`config.mk`:
```
export PLATFORM = sky130hd
export DESIGN_NAME = pingpong_step_counter
export DESIGN_NICKNAME = d
export VERILOG_FILES = /design/src/rtl/pingpong_pkg.sv /design/src/rtl/pingpong_next_val.sv /design/src/rtl/pingpong_step_counter.sv
export SDC_FILE = /design/constraint.sdc
export NUM_CORES = 1
export LEC_CHECK = 0
export ABC_CLOCK_PERIOD_IN_PS = 6200
export CORE_MARGIN = 8
export CORE_UTILIZATION = 43
export CTS_CLUSTER_SIZE = 12
export DETAILED_ROUTE_END_ITERATION = 10
export PLACE_DENSITY = 0.68
export SYNTH_ARGS = -nofsm -noshare
export SYNTH_HDL_FRONTEND = slang
export SYNTH_SLANG_ARGS = --single-unit
export TNS_END_PERCENT = 50
```
`constraint.sdc`:
```
create_clock -name clk -period 6.2 [get_ports clk]
set_input_delay 1.24 -clock clk [delete_from_list [all_inputs] [get_ports clk]]
set_output_delay 1.24 -clock clk [all_outputs]
set_load 0.1 [all_outputs]
```
`src/rtl/pingpong_pkg.sv`:
```
// Shared state encoding and direction constants for the ping-pong step counter.
package pingpong_pkg;

    typedef enum logic [1:0] {
        RUN   = 2'd0,
        DWELL = 2'd1,
        HALT  = 2'd2
    } state_t;

    localparam logic DIR_UP   = 1'b1;
    localparam logic DIR_DOWN = 1'b0;

endpackage

```
`src/rtl/pingpong_next_val.sv`:
```
// Combinational step/clamp unit: one move of the count toward the active bound.
// All arithmetic is WIDTH+1 bits so neither direction can wrap.
module pingpong_next_val
    import pingpong_pkg::*;
#(
    parameter int WIDTH = 4
) (
    input  logic [WIDTH-1:0] cur,
    input  logic [WIDTH-1:0] step,
    input  logic [WIDTH-1:0] min,
    input  logic [WIDTH-1:0] max,
    input  logic             dir,
    output logic [WIDTH-1:0] next_out,
    output logic             hit_end
);

    logic [WIDTH:0] step_x;
    logic [WIDTH:0] sum;
    logic [WIDTH:0] min_plus;

    always_comb begin
        step_x   = (step == '0) ? (WIDTH+1)'(1) : {1'b0, step};
        sum      = {1'b0, cur} + step_x;
        min_plus = {1'b0, min} + step_x;
        next_out = cur;
        hit_end  = 1'b0;
        if (dir == DIR_UP) begin
            if (sum >= {1'b0, max}) begin
                next_out = max;
                hit_end  = 1'b1;
            end else begin
                next_out = sum[WIDTH-1:0];
            end
        end else begin
            // cur < min+step or cur-step == min, folded into one compare
            if ({1'b0, cur} <= min_plus) begin
                next_out = min;
                hit_end  = 1'b1;
            end else begin
                next_out = cur - step_x[WIDTH-1:0];
            end
        end
    end

endmodule

```
`src/rtl/pingpong_step_counter.sv`:
```
// Ping-pong counter bouncing between run-time min/max with step, endpoint dwell,
// turn pulse and range fault. PINGPONG_TURN_COUNT_EN adds a saturating turn_cnt output.
//
// state | meaning
// RUN   | moving one step per enabled cycle
// DWELL | holding at an endpoint for DWELL_CYC enabled cycles
// HALT  | range invalid; count and direction frozen, fault high
module pingpong_step_counter
    import pingpong_pkg::*;
#(
    parameter int WIDTH     = 4,
    parameter int DWELL_CYC = 0,
    parameter int DWELL_W   = 4
) (
    input  logic             clk,
    input  logic             rst,
    input  logic             enable,
    input  logic             flip,
    input  logic [WIDTH-1:0] max,
    input  logic [WIDTH-1:0] min,
    input  logic [WIDTH-1:0] step,
    output logic [WIDTH-1:0] out,
    output logic             direction,
    output logic             turn,
    output logic             fault
`ifdef PINGPONG_TURN_COUNT_EN
    ,
    output logic [15:0]      turn_cnt
`endif
);

    localparam logic [DWELL_W-1:0] DWELL_LAST = DWELL_W'(DWELL_CYC - 1);

    state_t             state_q, state_d;
    logic [WIDTH-1:0]   out_q, out_d;
    logic               dir_q, dir_d;
    logic               turn_q, turn_d;
    logic               fault_q, fault_d;
    logic [DWELL_W-1:0] dwell_q, dwell_d;

    logic               valid;
    logic               step_dir;
    logic [WIDTH-1:0]   nv_out;
    logic               nv_hit;

    assign valid    = (max > min) && (out_q >= min) && (out_q <= max);
    assign step_dir = flip ? ~dir_q : dir_q;

    pingpong_next_val #(.WIDTH(WIDTH)) u_next_val (
        .cur      (out_q),
        .step     (step),
        .min      (min),
        .max      (max),
        .dir      (step_dir),
        .next_out (nv_out),
        .hit_end  (nv_hit)
    );

    always_comb begin
        state_d = state_q;
        out_d   = out_q;
        dir_d   = dir_q;
        turn_d  = 1'b0;
        fault_d = 1'b0;
        dwell_d = dwell_q;
        if (!valid) begin
            state_d = HALT;
            fault_d = 1'b1;
            dwell_d = '0;
        end else begin
            case (state_q)
                RUN: begin
                    if (enable) begin
                        out_d = nv_out;
                        if (nv_hit) begin
                            // a clamp always reverses relative to the direction just used
                            dir_d  = ~step_dir;
                            turn_d = 1'b1;
                            if (DWELL_CYC > 0) begin
                                state_d = DWELL;
                            end
                        end else begin
                            dir_d = step_dir;
                        end
                    end
                end
                DWELL: begin
                    if (enable) begin
                        if (dwell_q == DWELL_LAST) begin
                            state_d = RUN;
                            dwell_d = '0;
                        end else begin
                            dwell_d = dwell_q + DWELL_W'(1);
                        end
                    end
                end
                HALT: begin
                    state_d = RUN;
                end
                default: begin
                    state_d = RUN;
                    dwell_d = '0;
                end
            endcase
        end
    end

    always_ff @(posedge clk) begin
        if (rst) begin
            state_q <= RUN;
            out_q   <= min;
            dir_q   <= DIR_UP;
            turn_q  <= 1'b0;
            fault_q <= 1'b0;
            dwell_q <= '0;
        end else begin
            state_q <= state_d;
            out_q   <= out_d;
            dir_q   <= dir_d;
            turn_q  <= turn_d;
            fault_q <= fault_d;
            dwell_q <= dwell_d;
        end
    end

    assign out       = out_q;
    assign direction = dir_q;
    assign turn      = turn_q;
    assign fault     = fault_q;

`ifdef PINGPONG_TURN_COUNT_EN
    logic [15:0] turn_cnt_q;

    always_ff @(posedge clk) begin
        if (rst) begin
            turn_cnt_q <= '0;
        end else if (turn_d && (turn_cnt_q != 16'hFFFF)) begin
            turn_cnt_q <= turn_cnt_q + 16'd1;
        end
    end

    assign turn_cnt = turn_cnt_q;
`endif

endmodule

```
### Word level (Yosys, flattened, before mapping)

Index checks and enable logic that the tools add are counted.

| storage, ports and cells | value |
|---|---|
| register bits | 13 |
| latch bits | 0 |
| RAM bits | 0 |
| memory bits (read-only) | 0 |
| input port bits | 16 |
| output and inout bits | 7 |
| logic and storage cells | 67 |
| memories | 0 |

| cells by class | value |
|---|---|
| add/subtract/negate cells | 4 |
| multipliers | 0 |
| div/mod/pow operators | 0 |
| order comparisons | 5 |
| equality and inequality tests | 8 |
| shift-type cells | 0 |
| mux-type cells | 22 |
| bitwise gates (word level) | 6 |
| reductions and logical operators | 15 |

Operator list:

| kind | count |
|---|---|
| 4-bit two-way mux | 10 |
| 3-bit AND reduction | 4 |
| 4-bit by 5-bit adder with 5-bit output | 2 |
| 4-bit one-hot mux with 2 select lines | 1 |
| 1-bit two-way mux | 7 |
| 2-bit two-way mux | 3 |
| 2-bit inequality test, second input constant | 3 |
| 3-bit inequality test, second input constant | 2 |
| 1-bit NOT | 6 |
| 2-bit nonzero test | 3 |
| 5-bit by 4-bit >= comparator with 1-bit output | 1 |
| 4-bit by 5-bit less-or-equal comparator with 1-bit output | 1 |
| 4-bit by 1-bit adder with 4-bit output, second input constant | 1 |
| 4-bit == test, second input constant | 1 |
| 4-bit >= comparator | 1 |
| 4-bit > comparator | 1 |
| 4-bit less-or-equal comparator | 1 |
| 4-bit zero test | 1 |
| 2-bit one-hot mux with 2 select lines | 1 |
| 2-bit OR reduction | 2 |
| 4-bit OR reduction | 1 |
| 4-bit subtractor | 1 |
| 2-bit by 1-bit == test with 1-bit output, second input constant | 1 |
| 2-bit == test, second input constant | 1 |
| other kinds (3) | 4 |

### Longest topological paths before layout

| depth | value |
|---|---|
| word-level depth | 10 |
| gate-level depth with buffers | 12 |
| mapped depth without buffers | 12 |

### Hierarchy

A second synthesis with hierarchy kept.

| second synthesis, totals | value |
|---|---|
| cells, all modules | 138 |
| area, all modules | 1292.5 µm² |

By module, submodules not included:

| module | times used | cells each | area an instance (µm²) |
|---|---|---|---|
| pingpong_next_val | 1 | 77 | 675.6 |
| pingpong_step_counter | 1 | 61 | 616.8 |

### Worst setup path after synthesis

No wires, ideal clock.

| path | value |
|---|---|
| path type | input to register |
| from | input port step[1] |
| to | register out_q[0], in the netlist out[0] (data pin) |
| library setup time | 274 ps |
| arrival | 3843 ps |
| data required time | 5926 ps |
| setup slack | 2083 ps |
| stages on the path | 11 |
| cells stage by stage | dlygate4sd3_1 -> ha_1 -> a21o_1 -> a21oi_1 -> xor2_1 -> ha_1 -> a41o_1 -> a221o_1 -> and2_1 -> o21ai_0 -> o311ai_2 |

| between the ends | value |
|---|---|
| word-level cells in the longest chain between the ends | 10 |
| elaborated cells on any way between the ends | 14 |
| those cells by class | 3 x add/sub; 2 x order compare; 8 x mux; 1 x reduce/logical |

Ends and longest elaborated chain:

| what | line | RTL |
|---|---|---|
| start: declaration | pingpong_step_counter.sv:21 | `input logic [WIDTH-1:0] step,` |
| 4-bit zero test | pingpong_next_val.sv:22 | `step_x = (step == '0) ? (WIDTH+1)'(1) : {1'b0, step};` |
| 4-bit two-way mux * | pingpong_next_val.sv:22 |  |
| 4-bit by 5-bit adder with 5-bit output (on tied branches) | pingpong_next_val.sv:24, pingpong_next_val.sv:23 |  |
| 4-bit by 5-bit less-or-equal comparator with 1-bit output or 5-bit by 4-bit >= comparator with 1-bit output (tied branches) | pingpong_next_val.sv:36, pingpong_next_val.sv:28 |  |
| 4-bit two-way mux (on tied branches) | pingpong_next_val.sv:36, pingpong_next_val.sv:28 |  |
| 4-bit two-way mux * | pingpong_next_val.sv:27 | `if (dir == DIR_UP) begin` |
| 4-bit two-way mux * | pingpong_step_counter.sv:73 | `if (enable) begin` |
| 4-bit two-way mux * | pingpong_step_counter.sv:71 | `case (state_q)` |
| 4-bit two-way mux * | pingpong_step_counter.sv:66 | `if (!valid) begin` |
| 4-bit two-way mux * | pingpong_step_counter.sv:109 | `if (rst) begin` |
| end signal: assignment | pingpong_step_counter.sv:111 | `out_q <= min;` |
| end signal: assignment | pingpong_step_counter.sv:118 | `out_q <= out_d;` |
| end: declaration | pingpong_step_counter.sv:35 | `logic [WIDTH-1:0] out_q, out_d;` |

Mark *: on every way between the ends. The rest lies on a longest branch, timed or not. The select of a mux whose other input is x is not followed.
A chain may end at the register's enable or synchronous reset.

### Final worst setup path

Ends and elaborated chain as after synthesis.

==> summary.md <==
Place
• DP Cell Count: 183
• pre-CTS setup slack: 1504 ps
• post-detail-place hpwl: 2.587 mm
• final weighted congestion of routability-driven global placement: 0.9017
• instance area after placement: 1460 um2
• number of port buffers: 22

Logic synthesis
• top flip-flop cell by instance count after synthesis: sky130_fd_sc_hd__edfxtp_1
• Post-synth EDFFs: 4
• Avg Synthesized Cell Area: 9.201 um2
• number of warnings printed during yosys synthesis: 0
• share of the yosys chip area belonging to registers: 16.36%
• asr flop ratio synth: 0%
• combined area of all synthesized cells: 1224 um2
• FF+latch count, synth: 8
• number of distinct library cells after synthesis: 39
• Post-Syn Instances: 133
• Post-Syn Nets: 182

Floorplan
• Starting Density: 44.76%
• Top Ports: 23
• Placeable Area: 2734 um2
• vertical die dimension: 69.35 um
• die boundary width: 69.35 um
• number of standard-cell rows in the floorplan: 19
• Die Outline Area: 4809 um2

Clock network
• maximum buffer depth of the clock tree: 2
• # resized after CTS: 0
• clock sinks: 8
• root buffer selected by CTS: sky130_fd_sc_hd__clkbuf_4
• Hold-fix buffers, CTS: 0
• level count of the clock H-tree: 1
• post-CTS clock slew at the launch and capture registers of the worst setup and hold paths: 60 ps
• number of clock buffers inserted by TritonCTS: 3
• CTS tree: done
• clock latency reported for the late side of the worst-skew pair: 260 ps
• setup repair bufs after CTS: 0

Final layout
• most frequent cells in the layout: 31 x sky130_fd_sc_hd__ha_1, 22 x sky130_fd_sc_hd__clkdlybuf4s50_1, 15 x sky130_fd_sc_hd__inv_1
• most common cell after layout, fill and taps aside: sky130_fd_sc_hd__ha_1
• fill cell count: 261
• # diodes: 0
• Finished Core Util: 54.37%
• non-filler cells in the finished layout: 187
• post-layout net count: 206
• cell area after layout: 1486 um2
• register cell area after layout: 200.2 um2
• Synth-to-Final Area Change: 21.47%
• share of layout cells above drive strength 1: 4.487%
• area of the multi-input gates: 944.7 um2

Pwr
• ratio of total power to cell area: 227.5 nW/um2
• net switching power: 161.6 uW
• Static Leakage: 0.7028 nW
• combinational fraction of design power: 65.2%
• sequential power share: 21.7%
• worst vdd ir: 0.0001421 V
• share of total power in the clock network: 13.0%
• internal power component: 176.5 uW
• overall power: 338.1 uW
• sw frac: 47.81%

Hold path
• Tightest Hold Check Type: reg2reg
• Worst Hold Depth: 2
• endpoint of the worst hold-timing path: direction
• worst min-delay path startpoint: direction

Timing
• fin crit share: 72.02%
• shortest period the worst path allows: 4465 ps
• setup TNS after final layout: 0 ps
• Hold Violations, Final: 0
• slew at the pin closest to its max-slew limit: 992.7 ps
• post-route setup slack: 1735 ps
• achievable frequency: 0.2240 GHz
• worst clock skew: 7.851 ps
• hold slack: 598.9 ps
• unrepaired setup endpoints after global routing: no
• total count of max-transition violations in the final report: 0
• headroom to the max-slew limit: 33.61%
• setup violators final: 0

Critical path
• Setup Crit Path Kind: in2reg
• Critical Path Fanout Max: 7
• crit end category: flip-flop
• Arrival @ worst endpoint: 4450 ps
• number of cell instances on the worst register-to-register path: 11
• r2r endpoint: out[2]
• critical path data required time: 6190 ps
• startpoint of the most critical register-to-register path: out[1]
• sort of element at the start of the critical path: input port
• Register-to-Register Setup Slack: 3230 ps

Global route
• via count of the first global-routing pass: 1197
• largest net degree at the start of global routing: 15
• overall global routing resource usage: 12.91%
• number of antenna violations at the first check in global routing: 0
• first-pass GRT wire length: 5.271 mm
• total congestion overflow after global routing: 0

Detailed routing
• DRC violations left: 0
• routed len/inst: 16.70 um
• 1st-pass router iterations: 4
• via density per instance: 5.754
• number of DRC markers in iteration 0: 46
• total length of routed wires: 3.123 mm
• total number of vias: 1076
• number of nets with antenna violations after routing: 0

Outcome
• run status: complete, no violations

Run
• Max-Cap Viols: 0

-- power groups by stage --
stage / Clock, mW / Combinational [mW] / Sequential (mW)
floorplan: 0 / 0.122 / 0.112
global placement: 0 / 0.213 / 0.0748
detailed placement: 0 / 0.219 / 0.0748
CTS: 0.0463 / 0.220 / 0.0737
global route: 0.0497 / 0.243 / 0.0748
finish: 0.0441 / 0.221 / 0.0735
-- critical path, stage by stage --
cell and delay, ps:
sky130_fd_sc_hd__clkdlybuf4s50_1 630, sky130_fd_sc_hd__nor3_1 90, sky130_fd_sc_hd__or2_2 320, sky130_fd_sc_hd__ha_1 200, sky130_fd_sc_hd__inv_1 80, sky130_fd_sc_hd__fa_1 420
sky130_fd_sc_hd__ha_1 300, sky130_fd_sc_hd__nor2b_1 130, sky130_fd_sc_hd__o211ai_1 100, sky130_fd_sc_hd__a221o_1 390, sky130_fd_sc_hd__and2_1 210, sky130_fd_sc_hd__o21ai_0 190
sky130_fd_sc_hd__o311ai_2 130
-- logic make-up after synthesis --
family,Yosys count,synth area share (%)
compound gates,40,22.90
fa+ha+maj,33,34.97
simple gates,23,11.15
buf+inv,18,6.441
xor+xnor,8,5.726
flops,8,16.36
mux,3,2.454
-- area by class of cell --
cell class                      instances  share of cell area (%)
Multi-Input combinational cell        107                   63.55
Inverter                               15                   3.788
Timing Repair Buffer                   22                   14.81
Clock buffer                            4                   1.768
Sequential cell                         8                   13.47
Tap cell                               31                   2.609
-- synthesized netlist by cell type, types with 3 or more instances --
master | number | area share [%]
sky130_fd_sc_hd__inv_1 | 15 | 4.6
sky130_fd_sc_hd__edfxtp_1 | 4 | 9.8
sky130_fd_sc_hd__nor2b_1 | 4 | 2.0
sky130_fd_sc_hd__ha_1 | 31 | 32
sky130_fd_sc_hd__o211ai_1 | 3 | 1.8
sky130_fd_sc_hd__dfxtp_1 | 4 | 6.5
sky130_fd_sc_hd__nor2_1 | 4 | 1.2
sky130_fd_sc_hd__nand2b_1 | 3 | 1.5
sky130_fd_sc_hd__o21bai_1 | 4 | 2.5
sky130_fd_sc_hd__xor2_1 | 7 | 5.0
sky130_fd_sc_hd__o21ai_0 | 4 | 1.6
sky130_fd_sc_hd__a21oi_1 | 11 | 4.5
sky130_fd_sc_hd__mux2i_1 | 3 | 2.5
sky130_fd_sc_hd__a22oi_1 | 4 | 2.5
-- how the worst max path moves through the flow --
stage / start / end / cells after the start
2_1_floorplan: step[1] / out[0] / 11
3_3_place_gp: step[1] / out[0] / 13
3_5_place_dp: step[1] / out[0] / 13
4_1_cts: step[1] / out[0] / 13
5_1_grt: step[1] / out[2] / 13
6_report: step[1] / out[0] / 13
-- sequential cells by signal, summed over array words and instances, names as in the netlist --
| signal | count |
|---|---|
| turn | 1 |
| out | 4 |
| fault | 1 |
| state_q | 1 |
| direction | 1 |
-- per-layer routing --
metal / up-vias / global-route usage, % / routed length, um
met2: 38 / 21.72 / 1410
li1: 540 / - / -
met5: - / 0 / 0
met1: 487 / 14.67 / 1441
met4: 0 / 6.834 / 97
met3: 11 / 3.004 / 173
Note: power is estimated with default switching activity, not from simulation.
